`config.mk`:
```
export PLATFORM = sky130hd
export DESIGN_NAME = timebase_ctrl
export DESIGN_NICKNAME = d
export VERILOG_FILES = /design/src/rtl/timebase_pkg.sv /design/src/rtl/div_counter.sv /design/src/rtl/timebase_ctrl.sv
export SDC_FILE = /design/constraint.sdc
export NUM_CORES = 1
export LEC_CHECK = 0
export CORE_ASPECT_RATIO = 0.5
export CORE_MARGIN = 8
export CORE_UTILIZATION = 40
export CTS_CLUSTER_SIZE = 12
export DETAILED_ROUTE_END_ITERATION = 10
export PLACE_DENSITY = 0.71
export SETUP_SLACK_MARGIN = 0.15
export SYNTH_ARGS = -nofsm -noshare
export SYNTH_HDL_FRONTEND = slang
export SYNTH_HIERARCHICAL = 1
export SYNTH_SLANG_ARGS = --single-unit
export TNS_END_PERCENT = 20
```
`constraint.sdc`:
```
create_clock -name CLK_100MHz -period 9.4 [get_ports CLK_100MHz]
set_input_delay 1.41 -clock CLK_100MHz [delete_from_list [all_inputs] [get_ports CLK_100MHz]]
set_output_delay 1.41 -clock CLK_100MHz [all_outputs]
set_load 0.01 [all_outputs]
```
`src/rtl/timebase_pkg.sv`:
```
// Shared types and defaults for the programmable timebase.
package timebase_pkg;

  localparam int unsigned CntWDef   = 28;
  localparam int unsigned DefDivDef = 100000000;  // 1 Hz tick from a 100 MHz clock
  localparam int unsigned MinDiv    = 2;          // shortest period the counter supports

  typedef enum logic [1:0] {
    StIdle,
    StRun,
    StHold
  } state_e;

endpackage

```
`src/rtl/div_counter.sv`:
```
// Free-running modulo-N counter with sync clear, enable and a terminal-count flag.
module div_counter
  import timebase_pkg::*;
#(
  parameter int unsigned CNT_W = CntWDef
) (
  input  logic             clk,
  input  logic             clr,
  input  logic             en,
  input  logic [CNT_W-1:0] period,
  output logic             term
);

  logic [CNT_W-1:0] count;

  // Flags the last count of the period, N-1.
  assign term = (count == period - CNT_W'(1));

  // Counts 0..N-1 while enabled and wraps; clear wins over enable.
  always_ff @(posedge clk) begin
    if (clr) begin
      count <= '0;
    end else if (en) begin
      count <= term ? '0 : count + CNT_W'(1);
    end
  end

endmodule

```
`src/rtl/timebase_ctrl.sv`:
```
// Programmable tick generator: config handshake, run/hold/idle control and tick counting.
module timebase_ctrl
  import timebase_pkg::*;
#(
  parameter int unsigned CNT_W   = CntWDef,
  parameter int unsigned DEF_DIV = DefDivDef
) (
  input  logic             CLK_100MHz,
  input  logic             CLR,
  input  logic             CFG_VALID,
  output logic             CFG_READY,
  input  logic [CNT_W-1:0] CFG_DIV,
  input  logic             CFG_ONESHOT,
  input  logic             START,
  input  logic             STOP,
  output logic             TICK,
  output logic             DONE,
  output logic             BUSY,
  output logic [15:0]      TICK_CNT
);

  state_e           state;
  logic [CNT_W-1:0] period;
  logic             oneshot;
  logic             tick_q;
  logic             done_q;
  logic [15:0]      tick_cnt;

  logic             term;
  logic             run_live;
  logic             os_term;
  logic             tick_set;
  logic             cnt_en;
  logic             cnt_clr;
  logic [CNT_W-1:0] cfg_div_eff;

  // Counter control; the one-shot terminal count overrides STOP so TICK/DONE still fire.
  always_comb begin
    run_live    = (state == StRun) && !done_q;
    os_term     = run_live && oneshot && term;
    tick_set    = run_live && term && (!STOP || oneshot);
    cnt_en      = run_live && (!STOP || os_term);
    cnt_clr     = CLR || (state == StIdle) || ((state == StHold) && STOP);
    cfg_div_eff = (CFG_DIV < CNT_W'(MinDiv)) ? CNT_W'(MinDiv) : CFG_DIV;
  end

  div_counter #(
    .CNT_W (CNT_W)
  ) u_div_counter (
    .clk    (CLK_100MHz),
    .clr    (cnt_clr),
    .en     (cnt_en),
    .period (period),
    .term   (term)
  );

  // State machine, config capture, registered TICK/DONE and tick counting.
  always_ff @(posedge CLK_100MHz) begin
    if (CLR) begin
      state    <= StIdle;
      period   <= CNT_W'(DEF_DIV);
      oneshot  <= 1'b0;
      tick_q   <= 1'b0;
      done_q   <= 1'b0;
      tick_cnt <= '0;
    end else begin
      tick_q <= tick_set;
      done_q <= tick_set && oneshot;
      if (tick_set) begin
        tick_cnt <= tick_cnt + 16'd1;
      end
      unique case (state)
        StIdle: begin
          if (CFG_VALID) begin
            period  <= cfg_div_eff;
            oneshot <= CFG_ONESHOT;
          end
          if (START && !STOP) begin
            state    <= StRun;
            tick_cnt <= '0;
          end
        end
        StRun: begin
          // done_q marks the one-shot TICK cycle; leave on the following edge.
          if (done_q) begin
            state <= StIdle;
          end else if (STOP && !os_term) begin
            state <= StHold;
          end
        end
        StHold: begin
          if (STOP) begin
            state <= StIdle;
          end else if (START) begin
            state <= StRun;
          end
        end
        default: state <= StIdle;
      endcase
    end
  end

  assign TICK      = tick_q;
  assign DONE      = done_q;
  assign TICK_CNT  = tick_cnt;
  assign BUSY      = (state == StRun) || (state == StHold);
  assign CFG_READY = (state == StIdle);

endmodule

```
Yosys cells after proc, flatten, opt, wreduce, memory -nomap -nowiden
Index checks and enable logic that the tools add are counted.
- order comparisons: 1
- add/subtract/negate cells: 3
- reductions and logical operators: 21
- eq/ne operators: 6
- muxes and demuxes: 11
- operators with widths (cell ; count):
    2-to-1 mux 28 bit ; 2
    2-to-1 mux 16 bit ; 3
    adder 28 x 1 -> 28 bit (second input constant) ; 1
    equality test 28 bit ; 1
    less-than comparator 28 x 2 -> 1 bit (second input constant) ; 1
    subtractor 28 x 1 -> 28 bit (second input constant) ; 1
    adder 16 x 1 -> 16 bit (second input constant) ; 1
    logical AND 1 bit ; 10
    2-to-1 mux 2 bit ; 5
    case mux 2 bit (3 select lines) ; 1
    logical OR 1 bit ; 5
    zero test 1 bit ; 3
    inequality test 3 x 2 -> 1 bit (second input constant) ; 1
    inequality test 3 bit (second input constant) ; 1
    AND reduction 3 bit ; 1
    equality test 2 x 1 -> 1 bit (second input constant) ; 1
    equality test 2 bit (second input constant) ; 1
    zero test 2 bit ; 1
    inequality test 2 x 1 -> 1 bit (second input constant) ; 1
    AND reduction 2 bit ; 1
- register bits: 77
- bits of input ports: 34
- logic and storage cells: 49
- output and inout port bits: 20

Depth between registers and ports, before layout
Gate-level depths: netlist of the first run.
- depth after elaboration: 9
- gate-level depth with buffers: 18
- gate-level depth less buffers: 18

Modules after synthesis
The synthesis of the first run kept the hierarchy.
- by module, submodules not included (module ; seq. area each (sq um) ; area an instance (sq um) ; cells an instance ; instances):
    div_counter ; 560.5 ; 2224.6 ; 289 ; 1
    timebase_ctrl ; 980.9 ; 2123.3 ; 255 ; 1

Worst setup path after synthesis of the first run
OpenSTA, ideal clock, no wires.
- path kind: flip-flop to flip-flop
- start point: register period[0]
- end point: register u_div_counter.count[27]
- library setup time: 0.131 ns
- buffers on the path: 0
- arrival time: 4.191 ns
- period minus slack after synthesis: 4.322 ns
- data required time: 9.269 ns
- stages on the path, launching flop included: 18
- path slack: 5.078 ns
- cells stage by stage: dfxtp_1 -> inv_1 -> ha_1 -> nor3b_1 -> nand2_1 -> or2_2 -> a2111oi_0 -> and4_1 -> o221ai_2 -> nor2_1 -> nand2_1 -> a21oi_1 -> nand4_1 -> or2_2 -> nor3_1 -> nand4_1 -> xor2_1 -> nor2_1
- word-level cells in the longest chain between the ends: 5
- elaborated cells between the ends (all ways): 6
- those cells by class: add/sub: 1; eq/ne: 1; mux: 1; reduce/logical: 3
- RTL lines (item ; RTL line ; source):
    start, declared ; timebase_ctrl.sv:23 ; logic [CNT_W-1:0] period;
    start signal, assigned ; timebase_ctrl.sv:61 ; period <= CNT_W'(DEF_DIV);
    start signal, assigned ; timebase_ctrl.sv:75 ; period <= cfg_div_eff;
    subtractor 28 x 1 -> 28 bit ; div_counter.sv:17 ; assign term = (count == period - CNT_W'(1));
    equality test 28 bit ; div_counter.sv:17 ;
    net term ; timebase_ctrl.sv:29 ; logic term;
    logical AND 1 bit ; timebase_ctrl.sv:40 ; os_term = run_live && oneshot && term;
    logical OR 1 bit ; timebase_ctrl.sv:42 ; cnt_en = run_live && (!STOP || os_term);
    logical AND 1 bit ; timebase_ctrl.sv:42 ;
    net cnt_en ; timebase_ctrl.sv:33 ; logic cnt_en;
    end signal, assigned ; div_counter.sv:24 ; count <= term ? '0 : count + CNT_W'(1);
    end, declared ; div_counter.sv:14 ; logic [CNT_W-1:0] count;
The timed path passes the listed nets, and every way through them passes these cells.
A chain may end at the register's enable or synchronous reset.

Worst setup path in the final report of the first run
Ends and elaborated chain as after synthesis.

==> results.json, run 1 <==
{
  "final_area_um2": 5250,
  "drc": 0,
  "syn_to_final_growth_pct": 20.6,
  "peakVddDrop_mv": 0.0909,
  "vias_per_cell": 5.52,
  "finalHoldViolations": 0,
  "wire_per_inst_um": 17.0,
  "fin_nets": 628,
  "period_needed_ns": 5.33,
  "cts_made_buffers": 9,
  "dp_hpwl_um": 9700,
  "avgSynthCellArea_um2": 7.99,
  "drive_above_1_share_pct": 5.41,
  "final_cells": 736,
  "die_area_um2": 14700,
  "path_class": "reg2reg",
  "rows": 27,
  "yosysUniqueCellTypes": 60,
  "grt_pass1_wl_um": 19900,
  "synth_top_area_share_pct": 35.5,
  "synth_ff_type": "dfxtp_1",
  "drt-total-wl_um": 12500,
  "grt_remaining_overflow": 0,
  "placed_cells_incl_taps": 721,
  "grt_max_degree": 38,
  "antenna_cells": 0,
  "synth_most_common_cell": "nand2_1",
  "synth_area_um2": 4350,
  "cts-resized-gates": 0,
  "place_congestion": 0.895,
  "cts_hold_buf": 0,
  "setup_viol": 0,
  "clock_sinks": 77,
  "synth_top_area_cell": "dfxtp_1",
  "synthArstFlopShare_pct": 0,
  "io_pins": 54,
  "status": "complete, no violations",
  "drv_slew": 0,
  "tightest_slew_ns": 1.05,
  "ys_seq_area_share_pct": 35.5,
  "drt-initial-drc-count": 358,
  "start_util_pct": 40.3,
  "skew_ns": 0.00703,
  "post-cts-setup-buffer-count": 0,
  "synth_warnings": 6,
  "synth_edf_count": 0,
  "cellPowerDensity_nw_per_um2": 192,
  "htreeDepth": 3,
  "critical_path.endpoint_type": "flop",
  "clk_latency_ns": 0.34,
  "synth_top_cells_by_count": "nand2_1, dfxtp_1, nor2_1",
  "ys_ff_latch": 77,
  "synth_area_leaders": "dfxtp_1, nand2_1, xnor2_1",
  "max-cap-violations": 0,
  "final_util_pct": 48.7,
  "start_kind": "flop",
  "antenna_left": 0,
  "postSynthCellCount": 544,
  "hold_class": "reg2reg",
  "rsz0062_at_grt": "no",
  "cts_tree": "yes",
  "die_h_um": 89.7,
  "post-route-period-util_pct": 56.7,
  "first_pass_iters": 5,
  "cp_max_fo": 10,
  "syn-num-nets": 585,
  "tns_ns": 0,
  "timing.fmax_mhz": 188,
  "place_area_um2": 4950,
  "cts-root-buf": "clkbuf_16",
  "core_area_um2": 10800,
  "antenna_found_initial": 0,
  "clk_path_buf_depth": 2,
  "cp.required_ns": 9.59,
  "cellLeakagePower_uw": 0.00179,
  "io_buffer_count": 53,
  "maxSlewHeadroom_pct": 30.2,
  "track_usage_pct": 17.2,
  "clk_pin_slew_ns": 0.06,
  "cp_data_arrival_time_ns": 5.52,
  "vias": 4061,
  "die_w_um": 163,
  "grt_pass1_vias": 3639
}
state kept, by name (all words and copies together), names as in the netlist:
name,cells
period,28
u_div_counter/count,28
TICK_CNT,16
state,2
DONE,1
TICK,1
oneshot,1
final timing paths:
kind / from / to / cells past startpoint / slack [ns]
setup / recovery: period[0]$_SDFFE_PP0P_ / u_div_counter/count[27]$_SDFFE_PP0P_ / 17 / 4.07
setup reg to reg: period[0]$_SDFFE_PP0P_ / u_div_counter/count[27]$_SDFFE_PP0P_ / 17 / 4.07
hold / removal: period[27]$_SDFFE_PP0P_ / period[27]$_SDFFE_PP0P_ / 2 / 0.50
hold reg to reg: period[27]$_SDFFE_PP0P_ / period[27]$_SDFFE_PP0P_ / 2 / 0.50
metrics by stage:
step	hold WS (ns)	worst slack, ns	total power (µW)
global route	0.533	3.49	1060
floorplan	0.435	5.08	585
CTS	0.497	4.17	1010
detailed placement	0.489	4.22	663
finish	0.499	4.07	1010
global placement	0.465	4.46	655
worst max-delay path: stages (launching register included):
cell       delay (ns)
dfxtp_1          0.36
inv_1            0.08
ha_1             0.18
nor3b_1          0.56
nand2_1          0.30
or2_2            0.40
a2111oi_0        0.41
and4_1           0.27
o221ai_2         0.14
nor2_1           0.30
nand2_1          0.12
a21oi_1          0.54
nand4_1          0.31
or2_2            0.39
nor3_1           0.40
nand4_1          0.17
xor2_1           0.17
nor2_1           0.05
power breakdown:
group | total (µW) | switching [µW] | internal (µW) | leakage (µW)
Sequential | 409 | 55.3 | 354 | 0.000626
Combinational | 254 | 147 | 106 | 0.00102
Clock | 343 | 139 | 204 | 0.000141
Total | 1010 | 342 | 664 | 0.00179
metal layers:
metal	wire length (µm)	track usage (%)
met1	6590	27.5
met4	142	5.08
met5	0	0
met3	1440	5.78
met2	4340	19.8
layout make-up:
| cell class | count | area (µm²) |
|---|---|---|
| fill | 1048 | 5530 |
| multi-input combinational | 435 | 2660 |
| sequential | 77 | 1540 |
| timing repair buffer | 54 | 538 |
| clock buffer | 9 | 225 |
| tap | 145 | 181 |
| clock inverter | 6 | 65.1 |
| inverter | 10 | 37.5 |
placed cells by master, fill, tap and decap left out, drive strengths merged, types with 10 or more instances in the layout:
master         netlist  final
nand2               87     87
dfxtp               77     77
nor2                63     63
clkdlybuf4s50        0     53
a21oi               37     37
xnor2               33     33
xor2                30     30
nand3b              16     16
nor4                16     16
nand4               14     14
nor3                14     14
nand3               14     14
and3                13     13
or4                 12     12
inv                 10     10
o21ai               10     10
cell families (layout without fill, tap and decap cells):
family                     count (synthesis)  after routing  share of synthesized area (%)
AOI/OAI and AO/OA                         73             73                           10.6
xor gates and xnor gates                  63             63                           12.7
adders and majority gates                  7              7                           2.01
buffers and inverters                     32             79                           3.45
DFF                                       77             77                           35.5
muxes                                      3              3                          0.748
and+or+nand+nor                          289            289                           35.1
No activity file was read; power rests on OpenSTA's default activity.
==> run 2, diff against run 1 <==
clock period = 5.5 ns   (was 9.4 ns; I/O delays follow)
==> run 2 against run 1 <==
Net effect: register-to-register slack lost 3.5 ns; first-iteration DRC count grew 3.1%; clock skew increased by 0.00072 ns; worst hold slack worse by 0.0082 ns; via count grew 0.76%; non-clock buffer count rose by 3; critical path depth fell by 2; design area is 1.0% higher; critical endpoint unchanged.
==> results.json, run 2 (same netlist as run 1, synthesis figures left out) <==
{
  "period_needed_ns": 4.89,
  "cts-root-buf": "clkbuf_16",
  "clock_sinks": 77,
  "cellPowerDensity_nw_per_um2": 336,
  "start_util_pct": 40.3,
  "cts_made_buffers": 9,
  "die_area_um2": 14700,
  "status": "complete, no violations",
  "wl_met1_um": 6960,
  "syn_to_final_growth_pct": 21.9,
  "cp_data_arrival_time_ns": 5.11,
  "die_h_um": 89.7,
  "hold_class": "reg2reg",
  "drc": 0,
  "io_buffer_count": 53,
  "setup_viol": 0,
  "clk_pin_slew_ns": 0.06,
  "htreeDepth": 3,
  "dp_hpwl_um": 9840,
  "maxSlewHeadroom_pct": 36.4,
  "drv_slew": 0,
  "place_congestion": 0.900,
  "final_common_cell": "nand2_1",
  "min_to": "TICK_CNT[15]$_SDFF_PP0_",
  "cellLeakagePower_uw": 0.00181,
  "timing.rr.end": "u_div_counter/count[27]$_SDFFE_PP0P_",
  "vias_per_cell": 5.53,
  "rsz0062_at_grt": "no",
  "clk_path_buf_depth": 2,
  "hold_slack_ns": 0.491,
  "track_usage_pct": 17.7,
  "antenna_left": 0,
  "first_pass_iters": 5,
  "min_path_cells": 2,
  "grt_pass1_vias": 3797,
  "timing.fmax_mhz": 204,
  "hp-start": "TICK_CNT[15]$_SDFF_PP0_",
  "rows": 27,
  "met3WireLength_um": 1160,
  "grt_remaining_overflow": 0,
  "fillCellCount": 1041,
  "skew_ns": 0.00775,
  "cts_tree": "yes",
  "drive_above_1_share_pct": 5.88,
  "fin_nets": 631,
  "final_cell_mix": "nand2_1, dfxtp_1, nor2_1",
  "r2r_cells": 15,
  "post-route-period-util_pct": 89.0,
  "ff2ff_setup_slack_ns": 0.61,
  "core_area_um2": 10800,
  "drt-total-wl_um": 12800,
  "peakVddDrop_mv": 0.146,
  "total_power_uw": 1780,
  "start_kind": "flop",
  "die_w_um": 163,
  "grt_max_degree": 38,
  "max-cap-violations": 0,
  "vias": 4092,
  "clk_latency_ns": 0.34,
  "reg2reg_from": "period[11]$_SDFFE_PP0P_",
  "drt-initial-drc-count": 369,
  "tns_ns": 0,
  "cp.required_ns": 5.72,
  "finalHoldViolations": 0,
  "path_class": "reg2reg",
  "antenna_found_initial": 0,
  "cp_max_fo": 6,
  "grt_pass1_wl_um": 20700,
  "cts_hold_buf": 0,
  "wire_per_inst_um": 17.3,
  "critical_path.endpoint_type": "flop",
  "wl_met2_um": 4580,
  "antenna_cells": 0,
  "tightest_slew_ns": 0.954,
  "routed.top_layer": "met4",
  "io_pins": 54
}
-- run 2: cell count changes in the layout (fill, tap and decap cells not counted), moves of 2 or more --
cell | previous run | this run
buf_4 | 1 | 4
clkinv_4 | 2 | 0
clkinv_2 | 2 | 0
clkbuf_1 | 0 | 2
-- run 2: through the flow --
stage          utilization, %  instances  setup WS [ns]  cell area (µm²)
3_5_place_dp             46.2        724          0.651             4980
6_report                 49.2        740          0.606             5300
5_1_grt                  49.2        740          0.214             5300
2_1_floorplan               -        544           1.18             4350
4_1_cts                  49.1        740          0.617             5290
3_3_place_gp             46.2        724          0.858             4980
-- run 2: cell type report --
| class | count | area (µm²) | area share (%) |
|---|---|---|---|
| Multi-Input combinational cell | 435 | 2660 | 50.2 |
| Inverter | 10 | 37.5 | 0.708 |
| Timing Repair Buffer | 57 | 561 | 10.6 |
| Tap cell | 145 | 181 | 3.42 |
| Clock inverter | 5 | 83.8 | 1.58 |
| Clock buffer | 11 | 233 | 4.39 |
| Sequential cell | 77 | 1540 | 29.1 |
-- run 2: worst max path at each step --
stage | slack (ns) | cells past startpoint | from | endpoint
6_report | 0.61 | 15 | period[11]$_SDFFE_PP0P_ | u_div_counter/count[27]$_SDFFE_PP0P_
2_1_floorplan | 1.18 | 17 | period[0]$_SDFFE_PP0P_ | u_div_counter/count[27]$_SDFFE_PP0P_
3_5_place_dp | 0.65 | 17 | period[0]$_SDFFE_PP0P_ | u_div_counter/count[27]$_SDFFE_PP0P_
3_3_place_gp | 0.86 | 17 | period[0]$_SDFFE_PP0P_ | u_div_counter/count[27]$_SDFFE_PP0P_
5_1_grt | 0.21 | 15 | period[11]$_SDFFE_PP0P_ | u_div_counter/count[27]$_SDFFE_PP0P_
4_1_cts | 0.62 | 17 | period[0]$_SDFFE_PP0P_ | u_div_counter/count[27]$_SDFFE_PP0P_
-- run 2: power by group --
group	total, µW	switching [µW]	internal, µW
clock	635	236	399
sequential	695	90.4	605
combinational	449	259	190
-- run 2: critical path, stage by stage (launching register included) --
cell      delay, ns
dfxtp_1        0.40
nor4_1         0.72
nor4b_4        0.43
nand3_2        0.17
or3b_1         0.39
a31oi_1        0.27
o221ai_2       0.21
nor2_1         0.31
nand2_1        0.12
a21oi_1        0.33
nand4_1        0.25
or2_2          0.37
nor3_1         0.42
nand4_1        0.17
xor2_1         0.16
nor2_1         0.05
-- run 2: timing repair --
action / in CTS / in global routing
setup endpoints to repair: 0 / 8
gates resized for setup: 0 / 1
buffers inserted: 0 / 0
-- run 2: routing by layer --
metal	up-vias	GRT usage (%)
met3	8	5.55
met5	-	0
met2	173	21.1
met1	1912	28.3
li1	1999	-
met4	0	4.40
==> run 3, diff against run 2 <==
CORE_ASPECT_RATIO = 1.2   (was 0.5)
==> run 3 against run 2 <==
Net effect: design area is 0.52% higher; worst setup slack better by 0.23 ns; die area is 1.3% lower; first-iteration DRC count is 16% lower; via count is 2.5% lower; sequential power is 2% lower; clock power is 15% higher; fmax is 4.9% higher; cell count is 2.3% lower; sequential share of layout area is 0.15 points lower; utilization is 1.2 points higher; critical path depth is 1 higher; critical path type unchanged; critical endpoint unchanged; largest power group is now clock.
==> results.json, run 3 (same netlist as run 1, synthesis figures left out) <==
{
  "rows": 41,
  "place_congestion": 0.892,
  "period_needed_ns": 4.66,
  "antenna_left": 0,
  "setup_viol": 0,
  "first_pass_iters": 5,
  "start_util_pct": 41.1,
  "post-route-period-util_pct": 84.8,
  "drt-initial-drc-count": 311,
  "place_area_um2": 4950,
  "clk_latency_ns": 0.34,
  "status": "complete, no violations",
  "post-cts-setup-buffer-count": 0,
  "syn_to_final_growth_pct": 22.5,
  "clk_path_buf_depth": 2,
  "drt-total-wl_um": 11400,
  "grt_pass1_vias": 3870,
  "cts_made_buffers": 9,
  "core_area_um2": 10600,
  "cts_hold_buf": 0,
  "dp_hpwl_um": 8570,
  "skew_ns": 0.00652,
  "die_w_um": 111,
  "grt_pass1_wl_um": 19100,
  "drive_above_1_share_pct": 6.06,
  "peakVddDrop_mv": 0.194,
  "cellLeakagePower_uw": 0.00184,
  "min_to": "period[27]$_SDFFE_PP0P_",
  "maxSlewHeadroom_pct": 32.1,
  "cp.required_ns": 5.72,
  "fin_nets": 630,
  "tns_ns": 0,
  "path_class": "reg2reg",
  "grt_max_degree": 38,
  "htreeDepth": 3,
  "fillCellCount": 995,
  "tightest_slew_ns": 1.02,
  "final_common_cell": "nand2_1",
  "io_pins": 54,
  "vias": 3990,
  "clock_sinks": 77,
  "cp_max_fo": 10,
  "ff2ff_setup_slack_ns": 0.84,
  "final_area_um2": 5330,
  "min_path_cells": 2,
  "rsz0062_at_grt": "no",
  "vias_per_cell": 5.52,
  "grt_remaining_overflow": 0,
  "track_usage_pct": 15.9,
  "final_cells": 723,
  "r2r_cells": 16,
  "cellPowerDensity_nw_per_um2": 348,
  "antenna_cells": 0,
  "max-cap-violations": 0,
  "critical_path.endpoint_type": "flop",
  "cts-root-buf": "clkbuf_16",
  "timing.rr.end": "u_div_counter/count[27]$_SDFFE_PP0P_",
  "placed_cells_incl_taps": 707,
  "final_cell_mix": "nand2_1, dfxtp_1, nor2_1",
  "timing.fmax_mhz": 214,
  "regArea_um2": 1540,
  "hp-start": "period[27]$_SDFFE_PP0P_",
  "io_buffer_count": 53,
  "finalHoldViolations": 0,
  "reg2reg_from": "period[4]$_SDFFE_PP0P_",
  "die_area_um2": 14500,
  "cp_data_arrival_time_ns": 4.89,
  "die_h_um": 130,
  "cts_tree": "yes",
  "drv_slew": 0,
  "multi_input_area_um2": 2660,
  "start_kind": "flop",
  "total_power_uw": 1850,
  "wire_per_inst_um": 15.7,
  "hold_class": "reg2reg",
  "antenna_found_initial": 0,
  "drc": 0,
  "clk_pin_slew_ns": 0.06
}
-- run 3: per-layer routing --
| layer | wire (µm) | vias up | track usage [%] |
|---|---|---|---|
| met5 | 0 | - | 0 |
| met4 | 189 | 0 | 5.58 |
| met3 | 639 | 11 | 4.55 |
| met2 | 5210 | 111 | 26.1 |
| met1 | 5330 | 1870 | 19.4 |
| li1 | - | 1998 | - |
-- run 3: per-stage QoR --
step / hold WS (ns) / utilization, % / worst slack (ns)
finish: 0.469 / 50.4 / 0.836
global route: 0.520 / 50.4 / 0.385
CTS: 0.474 / 50.4 / 0.551
detailed placement: 0.465 / 46.8 / 0.598
global placement: 0.457 / 46.8 / 0.760
floorplan: 0.435 / - / 1.18
-- run 3: layout make-up --
cell class	instances	share of cell area [%]
Clock buffer	9	4.23
Clock inverter	7	2.75
Inverter	10	0.705
Multi-Input combinational cell	435	50.0
Sequential cell	77	28.9
Tap cell	129	3.03
Timing Repair Buffer	56	10.4
-- run 3: timing repair --
action                                  in CTS  in global routing
hold endpoints to repair                     0                  0
endpoints found under the setup margin       0                  4
resized for setup                            0                  1
-- run 3: worst max-delay path by stage --
stage                                                      end  cells past startpoint  slack [ns]                   start
final                     u_div_counter/count[27]$_SDFFE_PP0P_                     16        0.84  period[4]$_SDFFE_PP0P_
after global routing      u_div_counter/count[27]$_SDFFE_PP0P_                     18        0.38  period[0]$_SDFFE_PP0P_
after CTS                 u_div_counter/count[27]$_SDFFE_PP0P_                     18        0.55  period[0]$_SDFFE_PP0P_
after detailed placement  u_div_counter/count[27]$_SDFFE_PP0P_                     18        0.60  period[0]$_SDFFE_PP0P_
after global placement    u_div_counter/count[27]$_SDFFE_PP0P_                     18        0.76  period[0]$_SDFFE_PP0P_
after floorplan           u_div_counter/count[27]$_SDFFE_PP0P_                     17        1.18  period[0]$_SDFFE_PP0P_
-- run 3: critical path, cell delays in order (launching register included) --
cell and delay (ns):
dfxtp_1 0.41, nor4_1 0.54, nand2_1 0.29, or2_2 0.38, a2111oi_0 0.39, and4_1 0.26
o221ai_2 0.17, nor2_1 0.27, nand2_1 0.11, a21oi_1 0.15, buf_4 0.17, nand4_1 0.18
or2_2 0.36, nor3_1 0.48, nand4_1 0.17, xor2_1 0.15, nor2_1 0.05
-- run 3: report_power, final --
group          switching [µW]  total [µW]  internal (µW)
registers                77.8         683            605
logic                     252         439            187
clock network             241         733            492
